$ cat src/rtl/instr_dispatch.sv
// Instruction front-end: spreads one upstream instruction per cycle over NUM_CORES per-core FIFOs.
// Latency: an accepted word is visible at the core outputs one cycle later. Counters update on the transfer edge.
// Backpressure: in_ready depends on the FIFO(s) the current mode targets. It is forced low during flush and reset.
module instr_dispatch #(
  parameter int NUM_CORES  = 4,
  parameter int FIFO_DEPTH = 4,
  parameter int INSTR_W    = 32,
  localparam int CW = $clog2(FIFO_DEPTH) + 1,
  localparam int TW = (NUM_CORES > 1) ? $clog2(NUM_CORES) : 1
) (
  input  logic                         clk,
  input  logic                         reset,
  input  logic [1:0]                   mode,
  input  logic                         flush,
  input  logic                         in_valid,
  output logic                         in_ready,
  input  logic [INSTR_W-1:0]           in_instr,
  input  logic [TW-1:0]                in_target,
  output logic [NUM_CORES-1:0]         core_valid,
  input  logic [NUM_CORES-1:0]         core_ready,
  output logic [NUM_CORES*INSTR_W-1:0] core_instr,
  output logic [NUM_CORES*CW-1:0]      fifo_count,
  output logic [15:0]                  accept_count,
  output logic                         err
);

  localparam int AW = $clog2(FIFO_DEPTH);

  logic [INSTR_W-1:0]   mem    [NUM_CORES][FIFO_DEPTH];
  logic [AW-1:0]        wr_ptr [NUM_CORES];
  logic [AW-1:0]        rd_ptr [NUM_CORES];
  logic [CW-1:0]        count  [NUM_CORES];
  logic [TW-1:0]        rr_ptr;
  logic [NUM_CORES-1:0] full;
  logic [NUM_CORES-1:0] rr_hit;
  logic [NUM_CORES-1:0] tgt_hit;
  logic [NUM_CORES-1:0] push;
  logic [NUM_CORES-1:0] pop;
  logic                 ready_raw;
  logic                 accept;
  logic                 bad_req;

  // Per-core decode: full flags and one-hot selects for rr pointer and explicit target.
  // An out-of-range target matches no core, so it can never be accepted.
  always_comb begin
    full    = '0;
    rr_hit  = '0;
    tgt_hit = '0;
    for (int i = 0; i < NUM_CORES; i++) begin
      full[i]    = (count[i] == CW'(FIFO_DEPTH));
      rr_hit[i]  = (rr_ptr == TW'(i));
      tgt_hit[i] = (in_target == TW'(i));
    end
  end

  // Upstream handshake, FIFO push/pop selects and illegal-request detection.
  always_comb begin
    ready_raw = 1'b0;
    push      = '0;
    case (mode)
      2'd0:    ready_raw = |(rr_hit & ~full);
      2'd1:    ready_raw = |(tgt_hit & ~full);
      2'd2:    ready_raw = &(~full);
      default: ready_raw = 1'b0;
    endcase
    in_ready = ready_raw && !flush && !reset;
    accept   = in_valid && in_ready;
    if (accept) begin
      case (mode)
        2'd0:    push = rr_hit;
        2'd1:    push = tgt_hit;
        2'd2:    push = '1;
        default: push = '0;
      endcase
    end
    pop     = core_valid & core_ready;
    bad_req = in_valid && ((mode == 2'd3) || ((mode == 2'd1) && !(|tgt_hit)));
  end

  // Head, valid and occupancy outputs come straight from FIFO state, never from in_*.
  always_comb begin
    core_valid = '0;
    core_instr = '0;
    fifo_count = '0;
    for (int i = 0; i < NUM_CORES; i++) begin
      core_valid[i]                   = (count[i] != '0);
      core_instr[i*INSTR_W +: INSTR_W] = mem[i][rd_ptr[i]];
      fifo_count[i*CW +: CW]           = count[i];
    end
  end

  // FIFO storage: no reset needed, occupancy decides what is meaningful.
  always_ff @(posedge clk) begin
    for (int i = 0; i < NUM_CORES; i++) begin
      if (push[i]) begin
        mem[i][wr_ptr[i]] <= in_instr;
      end
    end
  end

  // FIFO pointers, occupancy, round-robin pointer and sticky error.
  // Flush wins over any same-cycle push or pop.
  always_ff @(posedge clk or posedge reset) begin
    if (reset) begin
      for (int i = 0; i < NUM_CORES; i++) begin
        wr_ptr[i] <= '0;
        rd_ptr[i] <= '0;
        count[i]  <= '0;
      end
      rr_ptr <= '0;
      err    <= 1'b0;
    end else if (flush) begin
      for (int i = 0; i < NUM_CORES; i++) begin
        wr_ptr[i] <= '0;
        rd_ptr[i] <= '0;
        count[i]  <= '0;
      end
      rr_ptr <= '0;
      err    <= 1'b0;
    end else begin
      for (int i = 0; i < NUM_CORES; i++) begin
        if (push[i]) wr_ptr[i] <= wr_ptr[i] + AW'(1);
        if (pop[i])  rd_ptr[i] <= rd_ptr[i] + AW'(1);
        case ({push[i], pop[i]})
          2'b10:   count[i] <= count[i] + CW'(1);
          2'b01:   count[i] <= count[i] - CW'(1);
          default: count[i] <= count[i];
        endcase
      end
      if (accept && (mode == 2'd0)) begin
        rr_ptr <= (rr_ptr == TW'(NUM_CORES - 1)) ? '0 : rr_ptr + TW'(1);
      end
      if (bad_req) err <= 1'b1;
    end
  end

  // Accepted-transfer counter: survives flush, wraps naturally at 16 bits.
  always_ff @(posedge clk or posedge reset) begin
    if (reset) begin
      accept_count <= '0;
    end else if (accept) begin
      accept_count <= accept_count + 16'd1;
    end
  end

endmodule

$ cat config.mk
export PLATFORM = sky130hd
export DESIGN_NAME = instr_dispatch
export DESIGN_NICKNAME = d
export VERILOG_FILES = /design/src/rtl/instr_dispatch.sv
export SDC_FILE = /design/constraint.sdc
export NUM_CORES = 1
export LEC_CHECK = 0
export BUFFER_PORTS_ARGS = -buffer_cell sky130_fd_sc_hd__buf_2
export CAP_MARGIN = 20
export CORE_MARGIN = 4
export CORE_UTILIZATION = 59
export DETAILED_ROUTE_END_ITERATION = 16
export HOLD_SLACK_MARGIN = 0.08
export PLACE_DENSITY_LB_ADDON = 0.25
export SLEW_MARGIN = 20
export SYNTH_ARGS = -nofsm -noshare
export SYNTH_HDL_FRONTEND = slang
export SYNTH_SLANG_ARGS = --single-unit
$ cat constraint.sdc
create_clock -name clk -period 4.3 [get_ports clk]
set_clock_uncertainty 0.2 [all_clocks]
set_input_delay 0.645 -clock clk [delete_from_list [all_inputs] [get_ports clk]]
set_output_delay 0.645 -clock clk [all_outputs]
set_load 0.01 [all_outputs]
==> results.py <==
metrics = {
    "cts": {
        "clockBufferDepth": 3,
        "clk_pin_slew_ns": 0.06,
        "clock-sinks": 559,
        "tritoncts": "yes",
        "ctsHoldBuffers": 0,
        "htree_num_levels": 2,
        "cts_setup_buffers": 0,
        "numCtsBuffers": 54,
        "post_cts_resized": 0,
        "root_buffer": "clkbuf_16",
        "clock_latency_ns": 0.59,
    },
    "worst_setup_path": {
        "r2r_cells": 10,
        "worstPathArrival_ns": 2.67,
        "crit_start": "rd_ptr[2]",
        "reg2reg_to": "fifo_count[11]",
        "cp-endpoint": "core_instr[82]",
        "startpoint_type": "register",
        "required_ns": 3.45,
        "critical_path_class": "register to output port",
        "rr_startpoint": "rr_ptr[1]",
        "end_kind": "output port",
        "cp_max_fo": 18,
        "rrSetupSlack_ns": 0.93,
    },
    "final_layout": {
        "stdcell_count": 1720,
        "final_core_util": 0.7020,
        "layout-drive-gt1-share": 0.3839,
        "multi_input_area_mm2": 0.004664,
        "final_area_mm2": 0.02503,
        "area_growth_pct": 16.91,
        "num-nets-final": 1281,
        "fill_cells": 2151,
        "seqCellArea_mm2": 0.01656,
    },
    "worst_hold_path": {
        "hold_path_class": "primary input to register",
        "hold_path_depth": 3,
    },
    "place": {
        "dp_slack_ns": 0.8202,
        "portBuffers": 205,
        "post-place-cells": 1616,
        "dpl.hpwl_um": 30270,
        "gp_congestion": 0.8380,
        "placed_area_mm2": 0.02313,
    },
    "synthesis": {
        "ys.warnings.count": 0,
        "synth_edf_count": 512,
        "yosys.area.top_type_share": 0.7181,
        "yosys.area.top_type": "edfxtp_1",
        "synth_cells": 966,
        "syn_nets": 1035,
        "synth-seq-area-share": 0.7731,
        "synthTopCellsByArea": "edfxtp_1 72%, mux4_2 13%, dfrtp_1 5.5%",
        "synth_area_mm2": 0.02141,
        "avgSynthCellArea_um2": 22.16,
        "synth_seq_cells": 559,
        "synth_cell_type_count": 43,
        "async_reset_ff_frac": 0.08408,
        "yosys-top-cells-count": "512 x edfxtp_1, 128 x mux4_2, 47 x dfrtp_1",
        "synthFlopType": "edfxtp_1",
        "yosys.cell_count.top_type": "edfxtp_1",
    },
    "global_routing": {
        "use_met3": 0.05318,
        "use_met1": 0.3444,
        "grt_overflow": 0,
        "grt_pass1_vias": 11120,
        "grt_first_pass_wirelength_um": 73010,
        "grt_use_met2": 0.4241,
        "grt_max_degree": 48,
        "grt_use_total": 0.2543,
        "gr-max-usage-layer": "met2",
        "antenna_found_initial": 3,
    },
    "timing": {
        "worst_slack_ns": 0.7819,
        "rsz0062_at_grt": "false",
        "period_minus_slack_ns": 3.518,
        "setup_viol": 0,
        "hold_violations": 0,
        "post-route-period-util": 0.8182,
        "fin_setup_tns_ns": 0,
        "slew_headroom": 0.2634,
        "slew_viol_final": 0,
        "max_slew.worst_pin.slew_ns": 1.105,
        "max_freq_mhz": 284.2,
        "holdWs_ns": 0.1783,
    },
    "power": {
        "p_per_area_mw_per_mm2": 527.0,
        "ir_worst_vdd_v": 0.0005413,
        "leakage_nw": 8.616,
        "power.total_mw": 13.19,
    },
    "floorplanning": {
        "rows": 69,
        "die_x_um": 198.5,
        "die_area_mm2": 0.03940,
        "coreArea_mm2": 0.03566,
        "die_y_um": 198.5,
        "start_util": 0.6004,
        "io_pins": 206,
    },
    "run": {
        "drv_cap": 0,
    },
    "detailed_routing": {
        "drc": 0,
        "vias": 10540,
        "drt_iter0_markers": 1032,
        "drt_wl_total_um": 49070,
        "routed_via_density": 6.128,
        "wl_per_cell_um": 28.53,
        "firstDrtPassIters": 5,
        "ant_nets": 0,
    },
    "run_status": {
        "outcome": "finished, final reports clean",
    },
}
-- sequential cells by signal, summed over array words and instances, names as in the netlist --
signal and count:
fifo_count 12, accept_count 16, rr_ptr 2, err 1, mem 512, wr_ptr 8, rd_ptr 8
-- placed cells by master (no fill, tap or decap), types with 5 or more instances in the layout --
cell type	synthesis	routed
edfxtp_1	512	512
dfrtp_1	47	39
mux2i_1	14	14
buf_12	0	5
nand2_1	13	13
nor2b_1	10	10
clkinv_2	0	8
bufinv_16	0	9
inv_1	13	12
clkbuf_1	26	16
and2_2	0	12
nand3_1	10	10
mux4_2	128	128
buf_2	3	205
mux2_4	5	5
xnor2_1	19	19
nor2_1	39	39
dfrtp_2	0	8
nand2b_1	8	8
buf_4	1	21
xor2_1	12	12
and3_1	10	6
nand4_1	6	6
ha_1	21	21
clkbuf_16	0	55
and2_1	18	6
-- worst min path at each step --
stage                           startpoint          endpoint  slack (ns)
final                             in_valid               err        0.18
after CTS                            reset               err        0.14
after floorplan           accept_count[15]  accept_count[15]        0.31
after global placement    accept_count[15]  accept_count[15]        0.26
after detailed placement  accept_count[15]  accept_count[15]        0.26
after global routing              in_valid               err        0.19
-- critical path: stages, from the launching register on --
cell and delay, ns:
dfrtp_2 0.84, buf_4 0.45, mux4_2 0.62, buf_2 0.18
-- where the power goes --
group,switching (mW),internal (mW),total [mW]
Clock,1.99,2.98,4.97
Sequential,0.225,6.02,6.25
Combinational,1.02,0.956,1.97
Total,3.24,9.95,13.2
-- layer usage --
layer  up-vias  part of all wire
li1       4417                 -
met1      5562              0.38
met2       461              0.51
met3        97             0.078
met4         4             0.035
met5         -           0.00055
-- cells by family (layout without fill, tap and decap cells) --
logic type / Yosys count / in the layout / synth area share
flops: 559 / 559 / 0.7731
mux: 152 / 152 / 0.1473
simple gates: 127 / 127 / 0.03156
buf+inv: 55 / 347 / 0.009993
xor+xnor: 31 / 31 / 0.01268
fa+ha+maj: 25 / 25 / 0.01601
compound gates: 17 / 17 / 0.009351
other cells: 0 / 1 / 0
-- area by class of cell --
class,count,area share
Antenna cell,1,0.00009998
Clock buffer,75,0.05959
Clock inverter,27,0.01555
Inverter,13,0.002000
Multi-Input combinational cell,352,0.1864
Sequential cell,559,0.6617
Tap cell,461,0.02305
Timing Repair Buffer,232,0.05169
Note: power is estimated with default switching activity, not from simulation.
